==> config.mk <==
export PLATFORM = sky130hd
export DESIGN_NAME = bus_xfer_sched
export DESIGN_NICKNAME = d
export VERILOG_FILES = /design/src/rtl/bus_xfer_pkg.sv /design/src/rtl/bus_xfer_sched_rr_arb2.sv /design/src/rtl/bus_xfer_sched.sv
export SDC_FILE = /design/constraint.sdc
export NUM_CORES = 1
export LEC_CHECK = 0
export ABC_AREA = 1
export CAP_MARGIN = 20
export CORE_UTILIZATION = 49
export DETAILED_ROUTE_END_ITERATION = 10
export PLACE_DENSITY_LB_ADDON = 0.25
export SLEW_MARGIN = 0
export SYNTH_ARGS = -nofsm -noshare
export SYNTH_HDL_FRONTEND = slang
export SYNTH_SLANG_ARGS = --single-unit
==> constraint.sdc <==
create_clock -name clk -period 3.1 [get_ports clk]
set_input_delay 0.93 -clock clk [delete_from_list [all_inputs] [get_ports clk]]
set_output_delay 0.93 -clock clk [all_outputs]
set_load 0.05 [all_outputs]
==> src/rtl/bus_xfer_pkg.sv <==
// Shared definitions for the bus transfer scheduler.
// Holds the FSM state encoding, the register count and index width,
// the requester (owner) encoding and a one-hot decode helper.
package bus_xfer_pkg;

  localparam int NREG  = 4;
  localparam int IDX_W = 2;

  typedef enum logic [2:0] {
    IDLE    = 3'd0,
    DRIVE   = 3'd1,
    LOAD    = 3'd2,
    RELEASE = 3'd3,
    ERR     = 3'd4
  } state_t;

  typedef enum logic {
    OWNER_A = 1'b0,
    OWNER_B = 1'b1
  } owner_t;

  // Turn a register index into the enable pattern that selects it.
  function automatic logic [NREG-1:0] onehot(input logic [IDX_W-1:0] idx);
    logic [NREG-1:0] v;
    v      = '0;
    v[idx] = 1'b1;
    return v;
  endfunction

endpackage

==> src/rtl/bus_xfer_sched_rr_arb2.sv <==
// Two-way round-robin arbiter used by the bus transfer scheduler.
// Ports:
//   clk, rst  - clock and synchronous active-high reset
//   req[1:0]  - request lines, bit 0 = requester A, bit 1 = requester B
//   advance   - the current grant is being taken; rotate priority
//   gnt[1:0]  - one-hot grant, or zero when nobody requests
// Priority starts at A and, after every taken grant, moves to the
// requester that did not win.
module rr_arb2 (
  input  logic       clk,
  input  logic       rst,
  input  logic [1:0] req,
  input  logic       advance,
  output logic [1:0] gnt
);
  import bus_xfer_pkg::*;

  owner_t pri_q;

  // Only a true tie consults the priority; a lone requester always wins.
  always_comb begin
    gnt = '0;
    if (req == 2'b11) begin
      gnt = (pri_q == OWNER_B) ? 2'b10 : 2'b01;
    end else begin
      gnt = req;
    end
  end

  // Hand priority to the loser of the grant that is being consumed.
  always_ff @(posedge clk) begin
    if (rst) begin
      pri_q <= OWNER_A;
    end else if (advance && (gnt != 2'b00)) begin
      pri_q <= gnt[0] ? OWNER_B : OWNER_A;
    end
  end

endmodule

==> src/rtl/bus_xfer_sched.sv <==
// Bus transfer scheduler: serialises register-to-register moves over one
// shared tri-state bus for two requesters (A and B).
// Ports:
//   clk, rst                      - clock, synchronous active-high reset
//   req_x_valid/src/dst           - request for a move src -> dst (x = a, b)
//   req_x_ack                     - one-cycle pulse, request accepted
//   req_x_done                    - one-cycle pulse, move completed
//   reg_oe[NREG-1:0]              - drives register i onto the bus
//   reg_en[NREG-1:0]              - loads register i from the bus
//   busy                          - scheduler is not idle
//   xfer_err                      - one-cycle pulse, accepted request had src == dst
// A move runs IDLE -> DRIVE -> LOAD -> RELEASE; RELEASE leaves the bus
// undriven for a cycle so two different drivers never overlap.
module bus_xfer_sched #(
  parameter int NREG = 4
) (
  input  logic            clk,
  input  logic            rst,
  input  logic            req_a_valid,
  input  logic [1:0]      req_a_src,
  input  logic [1:0]      req_a_dst,
  output logic            req_a_ack,
  output logic            req_a_done,
  input  logic            req_b_valid,
  input  logic [1:0]      req_b_src,
  input  logic [1:0]      req_b_dst,
  output logic            req_b_ack,
  output logic            req_b_done,
  output logic [NREG-1:0] reg_oe,
  output logic [NREG-1:0] reg_en,
  output logic            busy,
  output logic            xfer_err
);
  import bus_xfer_pkg::*;

  state_t          state_q, state_d;
  owner_t          owner_q, owner_d;
  logic [1:0]      src_q, src_d;
  logic [1:0]      dst_q, dst_d;
  logic [1:0]      gnt;
  logic            advance;
  logic [NREG-1:0] oe_d, en_d;
  logic            ack_a_d, ack_b_d, done_a_d, done_b_d, busy_d, err_d;

  rr_arb2 u_arb (
    .clk     (clk),
    .rst     (rst),
    .req     ({req_b_valid, req_a_valid}),
    .advance (advance),
    .gnt     (gnt)
  );

  // Next-state logic, then the outputs that belong to the next state so
  // they can be registered and appear exactly in the cycle of that state.
  always_comb begin
    state_d  = state_q;
    owner_d  = owner_q;
    src_d    = src_q;
    dst_d    = dst_q;
    advance  = 1'b0;
    oe_d     = '0;
    en_d     = '0;
    ack_a_d  = 1'b0;
    ack_b_d  = 1'b0;
    done_a_d = 1'b0;
    done_b_d = 1'b0;
    err_d    = 1'b0;

    case (state_q)
      IDLE: begin
        if (gnt != 2'b00) begin
          advance = 1'b1;
          owner_d = gnt[1] ? OWNER_B : OWNER_A;
          src_d   = gnt[1] ? req_b_src : req_a_src;
          dst_d   = gnt[1] ? req_b_dst : req_a_dst;
          state_d = (src_d == dst_d) ? ERR : DRIVE;
        end
      end
      DRIVE:   state_d = LOAD;
      LOAD:    state_d = RELEASE;
      RELEASE: state_d = IDLE;
      ERR:     state_d = IDLE;
      default: state_d = IDLE;
    endcase

    case (state_d)
      DRIVE: begin
        oe_d    = onehot(src_d);
        ack_a_d = (owner_d == OWNER_A);
        ack_b_d = (owner_d == OWNER_B);
      end
      LOAD: begin
        oe_d = onehot(src_d);
        en_d = onehot(dst_d);
      end
      RELEASE: begin
        done_a_d = (owner_d == OWNER_A);
        done_b_d = (owner_d == OWNER_B);
      end
      ERR: begin
        ack_a_d = (owner_d == OWNER_A);
        ack_b_d = (owner_d == OWNER_B);
        err_d   = 1'b1;
      end
      default: begin
      end
    endcase

    busy_d = (state_d != IDLE);
  end

  // State, captured request and all outputs; reset aborts any transfer
  // in flight so no done or load enable can follow it.
  always_ff @(posedge clk) begin
    if (rst) begin
      state_q    <= IDLE;
      owner_q    <= OWNER_A;
      src_q      <= '0;
      dst_q      <= '0;
      reg_oe     <= '0;
      reg_en     <= '0;
      req_a_ack  <= 1'b0;
      req_b_ack  <= 1'b0;
      req_a_done <= 1'b0;
      req_b_done <= 1'b0;
      busy       <= 1'b0;
      xfer_err   <= 1'b0;
    end else begin
      state_q    <= state_d;
      owner_q    <= owner_d;
      src_q      <= src_d;
      dst_q      <= dst_d;
      reg_oe     <= oe_d;
      reg_en     <= en_d;
      req_a_ack  <= ack_a_d;
      req_b_ack  <= ack_b_d;
      req_a_done <= done_a_d;
      req_b_done <= done_b_d;
      busy       <= busy_d;
      xfer_err   <= err_d;
    end
  end

endmodule

==> results.cfg, run 1 <==
[final_layout]
drive_above_1_share = 0.100
instances_no_fill = 175
multi_input_area_um2 = 382
fin_nets = 163
num_antenna_cells = 0
area_delta_synth_final_pct = 31.3
seq_area_um2 = 460
stdcell_area_um2 = 1230
fillers = 158

[power_and_ir_drop]
p_seq_frac = 0.384
clock_power_share = 0.132
ir_worst_vdd_mv = 0.586
p_int_w = 0.000576
pwr-share-comb = 0.484
p_per_area_nw_per_um2 = 827
p_leak_nw = 0.594
switching_share = 0.433
power_switching_w = 0.000440

[clock_tree]
cts_post_setup_buffers_inserted = 0
clkTransAtPathRegs_ns = 0.11
clk_latency_ns = 0.31
max-clock-path-buffers = 2
cts_tree = yes
root_buffer = clkbuf_4
htree_levels = 1
clock-sinks = 23
hold_buffers = 0
cts_resized = 0
numCtsBuffers = 3

[floorplan]
rows = 15
core-area_um2 = 1760
start_util = 0.530
fp.dieW_um = 45.7
die_h_um = 45.7
pin_count = 26
dieArea_um2 = 2090

[timing]
drv_slew = 0
tns_ns = 0
setup_ws_ns = 0.731
fin_crit_ns = 2.37
rsz0062_at_grt = false
fin_crit_sh = 0.764
setup_viol = 0
slew_headroom = 0.662
hold_viol_final = 0
hold_ws_ns = 0.481
worst_slew_pin_slew_ns = 0.506
timing.fmax_mhz = 422
finClkSkew_ns = 0.00273

[yosys]
syn_area_per_cell_um2 = 7.61
synthCells = 123
synth_top_area_share = 0.492
synthesis.area_um2 = 936
synth_top_area_cell = dfxtp_1
ys_warn_count = 0
synth_fp_nets = 135
ys_ff_latch = 23
synth.distinct_cells = 19
yosysSeqAreaShare = 0.492
ys_top_cells_by_area = dfxtp_1, nand2_1, inv_1

[placement]
place_area_um2 = 1200
dp_slack_ns = 0.530
post-place-cells = 171
io_buffers = 25
dp_hpwl_mm = 1.40
gp_congestion = 0.773

[worst_setup_path]
critPathTopFamily = buffers and inverters
cp.required_ns = 2.17
critPathBufInv = 1
critPathMaxStageDelay_ns = 0.80
rrSetupSlack_ns = 1.65
slowest_stage = clkdlybuf4s50_1
rr_startpoint = u_arb.pri_q$_SDFFE_PP0P_
critPathLaunchType = flip-flop
cp_cell_sequence = clkdlybuf4s50_1
endpoint_kind = primary output
critPathMaxFanout = 1
setup.worst_path.class = reg2out
r2r_cells = 9
arrival_ns = 1.44
worstReg2RegEnd = busy$_SDFF_PP0_

[worst_hold_path]
hold_depth = 2
min_to = u_arb.pri_q$_SDFFE_PP0P_
hold_path.class = reg2reg
min_from = u_arb.pri_q$_SDFFE_PP0P_

[global_route]
grt_use_total = 0.210
grt_max_degree = 13
grt_pass1_wl_mm = 3.14
grt_antenna_before_repair = 0
grt_pass1_vias = 759
overflow = 0

[detailed_routing]
postRouteWirelength_mm = 1.81
dr.first_iter.drc_count = 21
via_count = 803
first_pass_iters = 4
detail_route.wl_per_cell_um = 10.3
remaining_drc_errors = 0
viasPerCell = 4.59
ant_nets = 0

[run_status]
status = completed

[run]
maxCapViolCount = 0
## cell families (layout without fill, tap and decap cells)
group	count (synthesis)	after routing	share of synthesized area
and+or+nand+nor	65	65	0.332
buffers and inverters	23	50	0.100
AOI/OAI and AO/OA	12	12	0.0762
DFF	23	23	0.492
## flip-flops by register name, summed over array words and instances, names as in the netlist
register	cells
src_q	2
req_b_ack	1
req_a_ack	1
state_q	3
reg_oe	4
req_b_done	1
reg_en	4
req_a_done	1
u_arb.pri_q	1
owner_q	1
dst_q	2
busy	1
xfer_err	1
## synth_stat cells
| cell | n |
|---|---|
| clkbuf_1 | 1 |
| dfxtp_1 | 23 |
| inv_2 | 2 |
| nand4_1 | 1 |
| nor2_1 | 17 |
| o21ai_1 | 3 |
| nand2_1 | 29 |
| a21oi_1 | 6 |
| inv_1 | 19 |
| nor2_8 | 1 |
| nand2_4 | 1 |
| or2_1 | 3 |
| o21ai_2 | 3 |
| nor2_2 | 1 |
| nand3_1 | 6 |
| buf_6 | 1 |
| nand2_2 | 3 |
| nand3b_1 | 2 |
| nor2_4 | 1 |
## cells in the final DEF (no fill, tap or decap), drive strengths merged
| cell type | Yosys | routed |
|---|---|---|
| nand4 | 1 | 1 |
| dfxtp | 23 | 23 |
| nand2 | 33 | 33 |
| clkdlybuf4s50 | 0 | 25 |
| o21ai | 6 | 6 |
| nor2 | 20 | 20 |
| nand3b | 2 | 2 |
| clkbuf | 1 | 4 |
| or2 | 3 | 3 |
| nand3 | 6 | 6 |
| inv | 21 | 21 |
| a21oi | 6 | 6 |
## per-stage QoR
stage                     power (W)  utilization
after floorplan            0.000757            -
after global placement     0.000877        0.682
after detailed placement   0.000887        0.682
after CTS                   0.00102        0.696
after global routing        0.00108        0.696
final                       0.00102        0.696
## final cells by class
cell class	instances	area share
Inverter	21	0.0642
Multi-Input combinational cell	77	0.311
Tap cell	25	0.0255
Sequential cell	23	0.375
Clock buffer	4	0.0214
Timing Repair Buffer	25	0.204
## layer usage
layer / vias to the layer above / GRT usage / wire [um]
met2: 14 / 0.349 / 883
met4: 0 / 0.0706 / 20
met3: 4 / 0.0675 / 77
li1: 429 / - / -
met5: - / 0 / 0
met1: 356 / 0.255 / 826
## power by group through the flow
stage	clock network (W)	logic (W)	registers (W)
global route	0.000149	0.000537	0.000398
finish	0.000134	0.000492	0.000390
detailed placement	0	0.000490	0.000397
global placement	0	0.000481	0.000397
floorplan	0	0.000232	0.000525
CTS	0.000140	0.000493	0.000390
## how the worst max path moves through the flow
stage	from	to	depth (start not counted)
detailed placement	req_b_valid	busy$_SDFF_PP0_	8
CTS	reg_oe[0]$_SDFF_PP0_	reg_oe[0]	1
global placement	req_b_valid	busy$_SDFF_PP0_	8
finish	reg_oe[0]$_SDFF_PP0_	reg_oe[0]	1
global route	reg_oe[1]$_SDFF_PP0_	reg_oe[1]	1
floorplan	req_b_valid	reg_oe[3]$_SDFF_PP0_	8
No activity file was read; power rests on OpenSTA's default activity.
==> run 2, diff against run 1 <==
- CORE_UTILIZATION: 49 -> 46
- clock period: 3.1 -> 2.4 ns (I/O delays scaled with it)
==> run 2 against run 1 <==
Effect of this change:
- worst setup slack got worse by 0.49 ns
- combinational power rose by 29%
- clock power grew 24%
- sequential share of layout area down 0.23 points
- utilization fell by 1.7 points
- global-route usage fell by 2.0 points
- non-clock buffer count rose by 1
- count of clock-buffer cells in the layout is the same
- routed wire length down 4.3%
- register-to-register slack got worse by 0.66 ns
- critical path type unchanged
- largest power group unchanged
==> results.cfg, run 2 (synthesis results as in run 1) <==
[timing]
fin_crit_ns = 2.16
slew_headroom = 0.651
drv_slew = 0
worst_slew_pin_slew_ns = 0.521
fin_crit_sh = 0.900
finClkSkew_ns = 0.00198
rsz0062_at_grt = false
timing.fmax_mhz = 463
tns_ns = 0
hold_viol_final = 0
setup_ws_ns = 0.241
setup_viol = 0

[clock_tree]
htree_levels = 1
root_buffer = clkbuf_4
hold_buffers = 0
cts_post_setup_buffers_inserted = 0
clkTransAtPathRegs_ns = 0.11
cts_tree = yes
numCtsBuffers = 3
clock-sinks = 23
max-clock-path-buffers = 2
clk_latency_ns = 0.30
cts_resized = 0

[worst_setup_path]
arrival_ns = 1.44
setup.worst_path.class = reg2out
cp.required_ns = 1.68
cp_cell_sequence = clkdlybuf4s50_1
critPathMaxFanout = 1
critPathLaunchType = flip-flop
rr_startpoint = u_arb.pri_q$_SDFFE_PP0P_
crit_path_end = req_a_done
critPathTopFamily = buffers and inverters
r2r_cells = 9
slowest_stage = clkdlybuf4s50_1
worstReg2RegEnd = reg_oe[2]$_SDFF_PP0_
critPathMaxStageDelay_ns = 0.81
critPathBufInv = 1
crit_start = req_a_done$_SDFF_PP0_
rrSetupSlack_ns = 0.99
endpoint_kind = primary output
path_depth = 1

[final_layout]
top_regs = reg_en x4, reg_oe x4, state_q x3
final_cell_mix = nand2_1, clkdlybuf4s50_1, dfxtp_1, inv_1, nor2_1
stdcell_area_um2 = 1240
fillers = 173
area_delta_synth_final_pct = 32.1
fin_nets = 164
utilization = 0.679
num_antenna_cells = 0
drive_above_1_share = 0.106
layout_commonest_cell = nand2_1

[detailed_routing]
first_pass_iters = 4
via_count = 814
viasPerCell = 4.63
ant_nets = 0
remaining_drc_errors = 0
detail_route.wl_per_cell_um = 9.84
dr.first_iter.drc_count = 13
postRouteWirelength_mm = 1.73

[placement]
dp_hpwl_mm = 1.41
gp_congestion = 0.783
place_area_um2 = 1210
dp_slack_ns = 0.0643
io_buffers = 25

[floorplan]
pin_count = 26
start_util = 0.514
fp.dieW_um = 47.1
core-area_um2 = 1820
rows = 15
die_h_um = 47.1
dieArea_um2 = 2220

[global_route]
grt_max_degree = 13
overflow = 0
grt_pass1_wl_mm = 2.87
grt_antenna_before_repair = 0
grt_pass1_vias = 703
grt_use_total = 0.190

[power_and_ir_drop]
clock_power_share = 0.127
p_seq_frac = 0.385
p_leak_nw = 0.599
power_switching_w = 0.000561
ir_worst_vdd_mv = 0.703
pwr-share-comb = 0.488
switching_share = 0.429
p_per_area_nw_per_um2 = 1060
p_int_w = 0.000745
p_total_w = 0.00131

[worst_hold_path]
hold_path.class = reg2reg
min_from = u_arb.pri_q$_SDFFE_PP0P_

[run_status]
status = completed

[run]
maxCapViolCount = 0
-- run 2: cell types whose count changed in the layout (fill, tap and decap cells not counted), sizes merged --
cell / before / now
buf: 0 / 1
-- run 2: power by group through the flow --
stage	Combinational, W	Clock, W	Sequential (W)
5_1_grt	0.000698	0.000187	0.000513
2_1_floorplan	0.000299	0	0.000678
6_report	0.000637	0.000166	0.000502
3_3_place_gp	0.000620	0	0.000511
3_5_place_dp	0.000640	0	0.000512
4_1_cts	0.000641	0.000174	0.000504
-- run 2: how the worst min path moves through the flow --
stage                               end  slack, ns  cells after the start
6_report       u_arb.pri_q$_SDFFE_PP0P_       0.48                      2
5_1_grt        u_arb.pri_q$_SDFFE_PP0P_       0.51                      2
4_1_cts        u_arb.pri_q$_SDFFE_PP0P_       0.49                      2
3_5_place_dp   u_arb.pri_q$_SDFFE_PP0P_       0.48                      2
3_3_place_gp   u_arb.pri_q$_SDFFE_PP0P_       0.49                      2
2_1_floorplan  u_arb.pri_q$_SDFFE_PP0P_       0.44                      2
-- run 2: through the flow --
stage	hold slack, ns	cells
floorplan	0.439	123
global placement	0.494	172
detailed placement	0.476	172
CTS	0.493	176
global route	0.514	176
finish	0.481	176
-- run 2: metal layers --
metal  vias up  global-route usage  wire, um
li1        432                   -         -
met1       363               0.209       760
met2        14               0.331       860
met3         5              0.0654        74
met4         0              0.0857        38
met5         -                   0         0
-- run 2: layout make-up --
class | instances | area [um2] | share of cell area
clock buffers | 4 | 26.3 | 0.0213
repair buffers | 26 | 258 | 0.209
well taps | 25 | 31.3 | 0.0253
inverters | 21 | 78.8 | 0.0638
multi-input cells | 77 | 382 | 0.309
flip-flops and latches | 23 | 460 | 0.372
==> run 3, diff against run 2 <==
- CAP_MARGIN: 20 -> 25
- CORE_UTILIZATION: 46 -> 59
- DONT_BUFFER_PORTS: not set -> 1
- REMOVE_ABC_BUFFERS: not set -> 1
==> run 3 against run 2 <==
Effect of this change:
- first-iteration DRC count is 69% higher
- total power is 8.2% lower
- routed wire length is 11% lower
- cell area is 22% lower
- die area is 21% lower
- count of clock-buffer cells in the layout is 1 lower
- final cell count is 20% lower
- sequential power is 35% higher
- register-to-register slack better by 0.02 ns
==> results.cfg, run 3 (synthesis results as in run 1) <==
[run_status]
status = completed

[final_layout]
final_cell_mix = nand2_1, dfxtp_1, inv_1, nor2_1
num_antenna_cells = 0
fillers = 126
top_regs = reg_en x4, reg_oe x4, state_q x3
instances_no_fill = 141
area_delta_synth_final_pct = 3.48
fin_nets = 138
utilization = 0.650
layout_commonest_cell = nand2_1
drive_above_1_share = 0.128

[placement]
io_buffers = 0
gp_congestion = 0.957
post-place-cells = 137
dp_slack_ns = 0.679
dp_hpwl_mm = 1.18

[run]
maxCapViolCount = 0

[timing]
timing.fmax_mhz = 597
finClkSkew_ns = 0.00292
slew_headroom = 0.672
worst_slew_pin_slew_ns = 0.491
setup_ws_ns = 0.724
hold_viol_final = 0
setup_viol = 0
tns_ns = 0
fin_crit_sh = 0.698
drv_slew = 0
fin_crit_ns = 1.68
rsz0062_at_grt = false

[floorplan]
die_h_um = 41.8
dieArea_um2 = 1750
fp.dieW_um = 41.8
start_util = 0.629
pin_count = 26
rows = 14
core-area_um2 = 1490

[worst_setup_path]
rr_startpoint = u_arb.pri_q$_SDFFE_PP0P_
worstReg2RegEnd = state_q[0]$_SDFF_PP0_
setup.worst_path.class = reg2out
path_depth = 0
rrSetupSlack_ns = 1.01
cp.required_ns = 1.68
endpoint_kind = primary output
crit_path_end = req_a_ack
r2r_cells = 9
critPathMaxFanout = 1
critPathLaunchType = flip-flop
arrival_ns = 0.96
crit_start = req_a_ack$_SDFF_PP0_

[detailed_routing]
detail_route.wl_per_cell_um = 10.9
ant_nets = 0
via_count = 731
postRouteWirelength_mm = 1.53
first_pass_iters = 4
dr.first_iter.drc_count = 22
viasPerCell = 5.18
remaining_drc_errors = 0

[clock_tree]
clk_latency_ns = 0.31
cts_post_setup_buffers_inserted = 0
cts_tree = yes
htree_levels = 1
max-clock-path-buffers = 2
numCtsBuffers = 3
root_buffer = clkbuf_4
clkTransAtPathRegs_ns = 0.12
clock-sinks = 23
hold_buffers = 0
cts_resized = 0

[power_and_ir_drop]
clock_power_share = 0.143
switching_share = 0.457
power_switching_w = 0.000547
p_seq_frac = 0.565
pwr-share-comb = 0.292
p_per_area_nw_per_um2 = 1240
p_leak_nw = 0.505
ir_worst_vdd_mv = 0.687
p_int_w = 0.000651
p_total_w = 0.00120

[worst_hold_path]
hold_path.class = in2reg

[global_route]
grt_antenna_before_repair = 0
grt_max_degree = 14
grt_pass1_vias = 749
grt_pass1_wl_mm = 2.84
overflow = 0
grt_use_total = 0.214
==> run 3: cell type report <==
| class | instances | area (um2) | share of cell area |
|---|---|---|---|
| tap | 16 | 20.0 | 0.0207 |
| clock buffer | 3 | 22.5 | 0.0233 |
| clock inverter | 1 | 5.00 | 0.00517 |
| inverter | 21 | 78.8 | 0.0814 |
| multi-input combinational | 77 | 382 | 0.394 |
| sequential | 23 | 460 | 0.475 |
==> run 3: power groups by stage <==
stage / sequential, W / combinational [W] / clock, W
finish: 0.000677 / 0.000350 / 0.000171
global route: 0.000687 / 0.000404 / 0.000197
CTS: 0.000678 / 0.000351 / 0.000176
detailed placement: 0.000688 / 0.000349 / 0
global placement: 0.000684 / 0.000338 / 0
floorplan: 0.000678 / 0.000294 / 0
==> run 3: worst min-delay path by stage <==
stage,start,end,depth (start not counted)
after floorplan,u_arb.pri_q$_SDFFE_PP0P_,u_arb.pri_q$_SDFFE_PP0P_,2
after global placement,u_arb.pri_q$_SDFFE_PP0P_,u_arb.pri_q$_SDFFE_PP0P_,2
after detailed placement,u_arb.pri_q$_SDFFE_PP0P_,u_arb.pri_q$_SDFFE_PP0P_,2
after CTS,rst,src_q[1]$_SDFF_PP0_,1
after global routing,rst,dst_q[1]$_SDFF_PP0_,1
final,rst,src_q[1]$_SDFF_PP0_,1
==> run 3: routing by layer <==
layer  vias up  wire length (um)  part of all wire  track usage
li1        378                 -                 -            -
met1       330               669              0.44        0.249
met2        16               768              0.50        0.338
met3         7                60             0.039       0.0783
met4         0                35             0.023        0.123
met5         -                 0                 0            0
==> run 3: per-stage QoR <==
stage	area (um2)	hold WS, ns
4_1_cts	968	0.457
6_report	968	0.460
5_1_grt	968	0.436
2_1_floorplan	921	0.433
3_3_place_gp	941	0.441
3_5_place_dp	941	0.460
